`src/rtl/pipeline_hazard_ctrl.sv`:
```
// rtl/pipeline_hazard_ctrl.sv - pipeline frame enables, bubbles and flushes for load-use, branch and memory-wait hazards
module pipeline_hazard_ctrl #(
    parameter int MEM_TIMEOUT   = 64,
    parameter int CNT_W         = 16,
    parameter int REGADDR_WIDTH = 5
) (
    input  logic                     clk,
    input  logic                     reset,
    input  logic [REGADDR_WIDTH-1:0] id_aLoc,
    input  logic [REGADDR_WIDTH-1:0] id_bLoc,
    input  logic                     id_aUsed,
    input  logic                     id_bUsed,
    input  logic                     ex_load,
    input  logic                     ex_writeEnable,
    input  logic [REGADDR_WIDTH-1:0] ex_writeSelect,
    input  logic                     ex_pcOverwrite,
    input  logic                     mem_load,
    input  logic                     mem_store,
    input  logic                     mem_ready,
    output logic                     fetch_we,
    output logic                     if_id_flush,
    output logic                     id_ex_we,
    output logic                     id_ex_bubble,
    output logic                     ex_mem_we,
    output logic                     mem_wb_we,
    output logic                     pc_redirect,
    output logic                     mem_error,
    output logic [CNT_W-1:0]         stall_count
);

    localparam int WC_W = $clog2(MEM_TIMEOUT + 1);
    localparam logic [WC_W-1:0] WC_LAST = WC_W'(MEM_TIMEOUT - 1);
    localparam logic [WC_W-1:0] WC_ONE  = WC_W'(1);

    typedef enum logic [1:0] {
        ST_RUN,
        ST_MEM_WAIT,
        ST_ERROR
    } state_t;

    state_t            state_q, state_d;
    logic [WC_W-1:0]   wait_cnt_q, wait_cnt_d;
    logic              mem_error_q, mem_error_d;
    logic [CNT_W-1:0]  stall_cnt_q, stall_cnt_d;

    logic lu, busy;
    logic fetch_we_c, if_id_flush_c, id_ex_we_c, id_ex_bubble_c;
    logic ex_mem_we_c, mem_wb_we_c, pc_redirect_c;

    always_comb begin
        lu = ex_load && ex_writeEnable && (ex_writeSelect != '0) &&
             ((id_aUsed && (id_aLoc == ex_writeSelect)) ||
              (id_bUsed && (id_bLoc == ex_writeSelect)));
        busy = (mem_load || mem_store) && !mem_ready;
    end

    always_comb begin
        state_d        = state_q;
        wait_cnt_d     = wait_cnt_q;
        mem_error_d    = mem_error_q;
        fetch_we_c     = 1'b0;
        if_id_flush_c  = 1'b0;
        id_ex_we_c     = 1'b0;
        id_ex_bubble_c = 1'b0;
        ex_mem_we_c    = 1'b0;
        mem_wb_we_c    = 1'b0;
        pc_redirect_c  = 1'b0;

        case (state_q)
            ST_RUN, ST_MEM_WAIT: begin
                if (busy) begin
                    if (state_q == ST_RUN) begin
                        state_d    = ST_MEM_WAIT;
                        wait_cnt_d = WC_ONE;
                    end else if (wait_cnt_q == WC_LAST) begin
                        state_d     = ST_ERROR;
                        mem_error_d = 1'b1;
                    end else begin
                        wait_cnt_d = wait_cnt_q + WC_ONE;
                    end
                end else begin
                    // Release from MEM_WAIT applies the hazard decision in the same cycle.
                    state_d    = ST_RUN;
                    wait_cnt_d = '0;
                    if (ex_pcOverwrite) begin
                        fetch_we_c     = 1'b1;
                        id_ex_we_c     = 1'b1;
                        ex_mem_we_c    = 1'b1;
                        mem_wb_we_c    = 1'b1;
                        pc_redirect_c  = 1'b1;
                        if_id_flush_c  = 1'b1;
                        id_ex_bubble_c = 1'b1;
                    end else if (lu) begin
                        id_ex_we_c     = 1'b1;
                        id_ex_bubble_c = 1'b1;
                        ex_mem_we_c    = 1'b1;
                        mem_wb_we_c    = 1'b1;
                    end else begin
                        fetch_we_c  = 1'b1;
                        id_ex_we_c  = 1'b1;
                        ex_mem_we_c = 1'b1;
                        mem_wb_we_c = 1'b1;
                    end
                end
            end
            ST_ERROR: begin
                mem_error_d = 1'b1;
            end
            default: begin
                state_d    = ST_RUN;
                wait_cnt_d = '0;
            end
        endcase

        stall_cnt_d = stall_cnt_q;
        if (!fetch_we_c && (stall_cnt_q != {CNT_W{1'b1}})) begin
            stall_cnt_d = stall_cnt_q + CNT_W'(1);
        end
    end

    always_ff @(posedge clk) begin
        if (reset) begin
            state_q     <= ST_RUN;
            wait_cnt_q  <= '0;
            mem_error_q <= 1'b0;
            stall_cnt_q <= '0;
        end else begin
            state_q     <= state_d;
            wait_cnt_q  <= wait_cnt_d;
            mem_error_q <= mem_error_d;
            stall_cnt_q <= stall_cnt_d;
        end
    end

    always_comb begin
        fetch_we     = fetch_we_c     && !reset;
        if_id_flush  = if_id_flush_c  && !reset;
        id_ex_we     = id_ex_we_c     && !reset;
        id_ex_bubble = id_ex_bubble_c && !reset;
        ex_mem_we    = ex_mem_we_c    && !reset;
        mem_wb_we    = mem_wb_we_c    && !reset;
        pc_redirect  = pc_redirect_c  && !reset;
        mem_error    = mem_error_q    && !reset;
        stall_count  = reset ? '0 : stall_cnt_q;
    end

endmodule

```
`config.mk`:
```
export PLATFORM = sky130hd
export DESIGN_NAME = pipeline_hazard_ctrl
export DESIGN_NICKNAME = d
export VERILOG_FILES = /design/src/rtl/pipeline_hazard_ctrl.sv
export SDC_FILE = /design/constraint.sdc
export NUM_CORES = 1
export LEC_CHECK = 0
export BUFFER_PORTS_ARGS = -buffer_cell sky130_fd_sc_hd__buf_2
export CORE_MARGIN = 5
export CORE_UTILIZATION = 54
export CTS_CLUSTER_SIZE = 25
export DETAILED_ROUTE_END_ITERATION = 8
export GPL_TIMING_DRIVEN = 0
export PLACE_DENSITY = 0.83
export SYNTH_ARGS = -nofsm -noshare
export SYNTH_HDL_FRONTEND = slang
export SYNTH_SLANG_ARGS = --single-unit
```
`constraint.sdc`:
```
create_clock -name clk -period 3.7 [get_ports clk]
set_clock_uncertainty 0.2 [all_clocks]
set_input_delay 0.74 -clock clk [delete_from_list [all_inputs] [get_ports clk]]
set_output_delay 0.74 -clock clk [all_outputs]
set_load 0.05 [all_outputs]
```
==> metrics.md, run 1 <==
| Metric | Value |
|---|---|
| Max Buffers Root-to-Sink | `2` |
| Worst-Margin Slew | `0.520 ns` |
| Antenna-violating nets left | `0` |
| Fmax | `336 MHz` |
| Dpl cells | `~260` |
| P_leak | `about 0.85 nW` |
| Max-cap violation count | `0` |
| Synth Area per Inst | `8.47 sq um` |
| GP Congestion | `about 0.79` |
| Max stage delay on crit path | `between 0.5 and 0.6 ns` |
| Design Area, Final | `1880 sq um` |
| # port buffers | `47` |
| Crit-path cells | `buf_2, or4_1, o211ai_2, nor2_1, o21a_1, buf_2` |
| RSZ-0062 raised after global routing | `false` |
| GRT Overall Usage | `between 10% and 20%` |
| Filler cells | `approximately 230` |
| Final core occ | `about two thirds` |
| Top Ports | `a little under 50` |
| Startpoint Class | `input port` |
| Vias | `~1,400` |
| Cell Count, Final, Fillers Out | `265` |
| Wirelength per Cell | `roughly 13 um` |
| Synthesized net count | `210` |
| PostCTS Resize Cnt | `0` |
| Die Height | `about 64 um` |
| First-pass GRT wire length | `around 5.7 mm` |
| Setup TNS | `0 ns` |
| Clock Latency Late Sink | `roughly 0.32 ns` |
| Clock H-tree levels | `1` |
| Clock Sinks | `26` |
| Peak supply drop | `0.000219 V` |
| Final worst-path cycle share | `roughly four fifths` |
| Final hold vios | `0` |
| Crit path DAT | `2.04 ns` |
| Share of cells above drive strength 1 | `about a third` |
| Cell Rows | `19` |
| Crit path max fanout | `3` |
| Ys Warns | `0` |
| Core area | `between 2000 and 3000 sq um` |
| Vias in the first global route | `approximately 1,300` |
| Yosys top cell by area | `dfxtp_1` |
| Pwr/cell area | `around 300 nW/um^2` |
| Post-Synthesis Cell Area | `1550 sq um` |
| Initial Utilization | `between 50% and 60%` |
| Setup bufs post-CTS | `0` |
| TritonCTS buffer count | `3` |
| Pin count of the biggest net entering global routing | `16` |
| # hold bufs at CTS | `0` |
| Pre-antenna DRT Iters | `4` |
| Final wirelength | `about 3.3 mm` |
| Setup Viol. Count Final | `0` |
| Worst relative slew slack | `about two thirds` |
| CP max stage cell | `or4_1` |
| Cell Area, Placed | `between 1500 and 2000 sq um` |
| Hold Path Class | `flop to flop` |
| Critical path class | `input port to output port` |
| Final slew viol count | `0` |
| Reg clk slew, reported paths | `~0.14 ns` |
| Worst setup EP type | `output port` |
| Delay-heaviest family, CP | `simple AND/OR/NAND/NOR gates` |
| Die width | `about 64 um` |
| Cell variety after synth | `39` |
| Register area share after synthesis | `about 34%` |
| Cells after Synth | `~180` |
| CP Buf/Inv Count | `2` |
| Vias per std cell | `5.46` |
| Register bit total from synthesis | `26` |
| Crit path required time | `2.76 ns` |
| Dpl hpwl | `2.56 mm` |
| Tmin final | `between 2 and 3 ns` |
| Area contributors post-synth | `dfxtp_1 (34%), mux2_2 (9.4%), nor2b_1 (6.9%), xor2_1 (6.8%), nor2_1 (6.1%)` |
| CTS tree | `done` |
| Initial antenna violation count | `0` |
| Top cell type's share of synthesized area | `33.6%` |
| Cell mode on critical path | `buf_2` |
| Full die area | `4040 sq um` |
| Area Overhead vs Synth | `21.4%` |
| DRC | `0` |
| GRT overflow | `0` |
| Drt initial violations | `40` |
| Status | `finished, final reports clean` |
| Nets | `~260` |
| Clock Tree Root | `clkbuf_4` |
| N_diodes | `0` |
==> cells by family (layout without fill, tap and decap cells) <==
group / Yosys count / count (layout) / synth area share [%]
AOI/OAI and AO/OA: 16 / 16 / 7.51
xor gates and xnor gates: 15 / 15 / 8.47
adders and majority gates: 2 / 2 / 1.61
buffers and inverters: 13 / 64 / 5.00
DFF: 26 / 26 / 33.6
muxes: 14 / 14 / 10.1
and+or+nand+nor: 97 / 97 / 33.7
==> layout by cell type, fill, tap and decap left out, types with 3 or more instances in the layout <==
cell and instances:
a21oi_1 6, clkbuf_1 4, nor2b_1 17, clkbuf_4 3
nor4_1 3, nand2_1 11, nor3_1 10, mux2_2 13
nand3_1 6, dfxtp_1 26, xnor2_1 3, xor2_1 12
buf_4 3, nor2_1 25, buf_2 49, and3_1 5
or2_2 4
==> report_power, final <==
part | internal, mW | switching [mW] | total, mW | leakage (nW)
Sequential | 0.283 | 0.00304 | 0.286 | 0.210
Combinational | 0.0340 | 0.0531 | 0.0871 | 0.612
Clock | 0.109 | 0.0838 | 0.193 | 0.0279
Total | 0.426 | 0.140 | 0.566 | 0.850
==> cells in the mapped netlist <==
master,number
and2_0,1
or4_1,2
and4_1,1
nand4_1,2
o311a_1,1
mux2i_1,1
buf_6,2
nor4_1,3
xor2_1,12
o211ai_2,1
o31ai_1,1
nor3_1,10
dfxtp_1,26
nand2_1,11
inv_1,2
buf_4,3
buf_2,2
and3_1,5
nand3_1,6
and4b_2,1
o21a_1,1
nor3b_1,2
a32oi_1,1
mux2_2,13
or3_1,2
o21ai_0,2
nor2b_1,17
nor2_1,25
nor4_2,1
or3b_1,1
a32o_1,2
or2_2,4
o31a_2,1
a21oi_1,6
nor4b_1,2
clkbuf_1,4
xnor2_1,3
and2_1,1
ha_1,2
==> area by class of cell <==
| cell class | count | area [sq um] | share of cell area, % |
|---|---|---|---|
| Clock inverter | 1 | 30.0 | 1.60 |
| Buffer | 11 | 70.1 | 3.72 |
| Timing Repair Buffer | 47 | 235 | 12.5 |
| Inverter | 2 | 7.51 | 0.399 |
| Clock buffer | 3 | 22.5 | 1.20 |
| Sequential cell | 26 | 520 | 27.7 |
| Multi-Input combinational cell | 144 | 957 | 50.9 |
| Tap cell | 31 | 38.8 | 2.06 |
==> state kept, by name, indices dropped and copies added, names as in the netlist <==
| name | flops |
|---|---|
| stall_cnt_q | 16 |
| wait_cnt_q | 7 |
| state_q | 2 |
| mem_error_q | 1 |
==> layer usage <==
metal	wire, um	GRT usage, %	vias to the layer above
met1	1510	21.9	643
met4	27	4.68	0
met2	1460	27.0	56
li1	-	-	743
met3	326	4.97	6
met5	0	0	-
==> stage by stage <==
| stage | total power, mW | hold slack [ns] | setup WS [ns] |
|---|---|---|---|
| finish | 0.566 | 0.313 | 0.722 |
| global route | 0.595 | 0.347 | 0.626 |
| CTS | 0.571 | 0.317 | 0.714 |
| detailed placement | 0.379 | 0.284 | 0.659 |
| global placement | 0.378 | 0.276 | 0.691 |
| floorplan | 0.350 | 0.260 | 0.132 |
==> path summary, 6_finish.rpt <==
kind / slack [ns] / startpoint / end / depth (start not counted)
setup / recovery: 0.72 / ex_writeSelect[1] / id_ex_bubble / 6
hold / removal: 0.31 / wait_cnt_q[1] / wait_cnt_q[1] / 1
setup reg to reg: 1.33 / stall_cnt_q[8] / stall_cnt_q[12] / 8
hold reg to reg: 0.31 / wait_cnt_q[1] / wait_cnt_q[1] / 1
Power figures use the tool's default switching activity.
==> run 2, diff against run 1 <==
--- a/config.mk
+++ b/config.mk
@@ -7,11 +7,11 @@
 export LEC_CHECK = 0
 export BUFFER_PORTS_ARGS = -buffer_cell sky130_fd_sc_hd__buf_2
 export CORE_MARGIN = 5
-export CORE_UTILIZATION = 54
+export CORE_UTILIZATION = 45
 export CTS_CLUSTER_SIZE = 25
 export DETAILED_ROUTE_END_ITERATION = 8
 export GPL_TIMING_DRIVEN = 0
-export PLACE_DENSITY = 0.83
+export PLACE_DENSITY = 0.74
 export SYNTH_ARGS = -nofsm -noshare
 export SYNTH_HDL_FRONTEND = slang
 export SYNTH_SLANG_ARGS = --single-unit
==> constraint.sdc (replaced) <==
create_clock -name clk -period 2.6 [get_ports clk]
set_clock_uncertainty 0.2 [all_clocks]
set_input_delay 0.52 -clock clk [delete_from_list [all_inputs] [get_ports clk]]
set_output_delay 0.52 -clock clk [all_outputs]
set_load 0.05 [all_outputs]
==> run 2 against run 1 <==
Effect of this change: non-clock buffer count unchanged; count of clock-buffer cells in the layout rose by 1; wire length grew 2.6%.
==> metrics.md, run 2 (synthesized netlist as in run 1, its figures left out) <==
| Metric | Value |
|---|---|
| Clock Tree Root | `clkbuf_4 (unchanged)` |
| Crit path DAT | `1.85 ns (was 2.04 ns)` |
| Worst setup EP type | `output port (unchanged)` |
| # port buffers | `47 (unchanged)` |
| Worst relative slew slack | `67.4% (was 65.3%)` |
| Setup bufs post-CTS | `0 (unchanged)` |
| Clock H-tree levels | `1 (unchanged)` |
| Full die area | `4720 sq um (was 4040 sq um)` |
| Dpl hpwl | `2.63 mm (was 2.56 mm)` |
| Final worst slack | `0.0347 ns (was 0.722 ns)` |
| Core area | `3340 sq um (was 2760 sq um)` |
| GP Congestion | `0.763 (was 0.790)` |
| Nets | `262 (unchanged)` |
| Top flop regs | `stall_cnt_q (16), wait_cnt_q (7), state_q (2) (unchanged)` |
| N_diodes | `0 (unchanged)` |
| Vias | `1,424 (was 1,448)` |
| Max Buffers Root-to-Sink | `2 (unchanged)` |
| Worst-Margin Slew | `0.490 ns (was 0.520 ns)` |
| CTS tree | `done (unchanged)` |
| Max reg flops | `16 (unchanged)` |
| Most frequent cells in the layout | `buf_2 (47), dfxtp_1 (26), nor2_1 (24), nor2b_1 (17), mux2_2 (13) (was buf_2 (49), dfxtp_1 (26), nor2_1 (25), nor2b_1 (17), mux2_2 (13))` |
| GRT overflow | `0 (unchanged)` |
| Crit path max fanout | `3 (unchanged)` |
| Peak supply drop | `0.000268 V (was 0.000219 V)` |
| Reg clk slew, reported paths | `0.13 ns (was 0.14 ns)` |
| Final hold vios | `0 (unchanged)` |
| Initial antenna violation count | `0 (unchanged)` |
| Largest reg by FF count | `stall_cnt_q (unchanged)` |
| Final core occ | `57.8% (was 68.2%)` |
| Die Height | `68.7 um (was 63.6 um)` |
| Area Overhead vs Synth | `24.4% (was 21.4%)` |
| Pre-antenna DRT Iters | `4 (unchanged)` |
| Most common cell after layout, fill and taps aside | `buf_2 (unchanged)` |
| DRC | `0 (unchanged)` |
| Hold Path Class | `flop to flop (unchanged)` |
| Die width | `68.7 um (was 63.6 um)` |
| # hold bufs at CTS | `0 (unchanged)` |
| Initial Utilization | `46.5% (was 56.2%)` |
| Top Ports | `49 (unchanged)` |
| Startpoint Class | `input port (unchanged)` |
| TritonCTS buffer count | `3 (unchanged)` |
| Critical path class | `input port to output port (unchanged)` |
| Crit path required time | `1.88 ns (was 2.76 ns)` |
| PostCTS Resize Cnt | `0 (unchanged)` |
| Fmax | `390 MHz` |
| Antenna-violating nets left | `0 (unchanged)` |
| Clock Sinks | `26 (unchanged)` |
| Cell Rows | `21 (was 19)` |
| Pwr/cell area | `383 nW/um^2 (was 301 nW/um^2)` |
| Pin count of the biggest net entering global routing | `15 (was 16)` |
| Final wirelength | `3.41 mm (was 3.32 mm)` |
| Tmin final | `between 2 and 3 ns` |
| Drt initial violations | `23 (was 40)` |
| Filler cells | `349 (was 233)` |
| Vias in the first global route | `1,256 (was 1,301)` |
| DP Worst Slack | `-0.257 ns (was 0.659 ns)` |
| Final slew viol count | `0 (unchanged)` |
| Status | `finished, final reports clean (unchanged)` |
| P_leak | `0.854 nW (was 0.850 nW)` |
| Clock Latency Late Sink | `0.31 ns (was 0.32 ns)` |
| Setup Viol. Count Final | `0 (unchanged)` |
| First-pass GRT wire length | `5.40 mm (was 5.73 mm)` |
| RSZ-0062 raised after global routing | `false (unchanged)` |
| Wirelength per Cell | `12.2 um (was 12.5 um)` |
| Final worst-path cycle share | `98.7%` |
| GRT Overall Usage | `14.6% (was 16.9%)` |
| Vias per std cell | `5.09 (was 5.46)` |
| Share of cells above drive strength 1 | `36.3% (was 34.2%)` |
| Max-cap violation count | `0 (unchanged)` |
-- run 2: cell types whose count changed in the layout (fill, tap and decap cells not counted), sizes merged --
cell | before | now
clkbuf | 7 | 8
bufinv | 1 | 0
-- run 2: worst max-delay path, stage by stage --
cell and delay, ns:
buf_2 0.13, xor2_1 0.16, nor4_1 0.36, a32oi_2 0.13, o31a_2 0.35, buf_4 0.19
-- run 2: through the flow --
stage	cell area, sq um	cells	power, mW	setup TNS (ns)	hold slack [ns]
global route	1930	280	0.778	0	0.325
detailed placement	1870	276	0.544	-2.27	0.286
global placement	1870	276	0.542	-1.98	0.275
floorplan	1580	183	0.503	0	0.260
finish	1930	280	0.739	0	0.307
CTS	1910	280	0.747	0	0.319
-- run 2: power breakdown --
part,total [mW],internal [mW],switching (mW)
Clock,0.200,0.0854,0.115
Sequential,0.407,0.403,0.00447
Combinational,0.132,0.0532,0.0785
Total,0.739,0.541,0.198
-- run 2: layout make-up --
| type | count | area [sq um] | area share [%] |
|---|---|---|---|
| multi-input cells | 144 | 988 | 51.3 |
| repair buffers | 47 | 240 | 12.5 |
| flip-flops and latches | 26 | 520 | 27.0 |
| clock buffers | 4 | 36.3 | 1.88 |
| plain buffers | 11 | 77.6 | 4.02 |
| well taps | 46 | 57.6 | 2.99 |
| inverters | 2 | 7.51 | 0.389 |
-- run 2: worst paths after layout --
path                startpoint         endpoint  slack (ns)  cells past startpoint
max reg2reg     stall_cnt_q[7]  stall_cnt_q[11]        0.22                      8
max          ex_writeSelect[4]         fetch_we        0.03                      6
min reg2reg      wait_cnt_q[1]    wait_cnt_q[1]        0.31                      1
min              wait_cnt_q[1]    wait_cnt_q[1]        0.31                      1
-- run 2: routing by layer --
metal	GRT usage [%]	up-vias	part of all wire, %
li1	-	744	-
met1	19.3	629	45
met2	23.8	49	43
met3	3.89	2	12
met4	2.92	0	0.56
met5	0	-	0
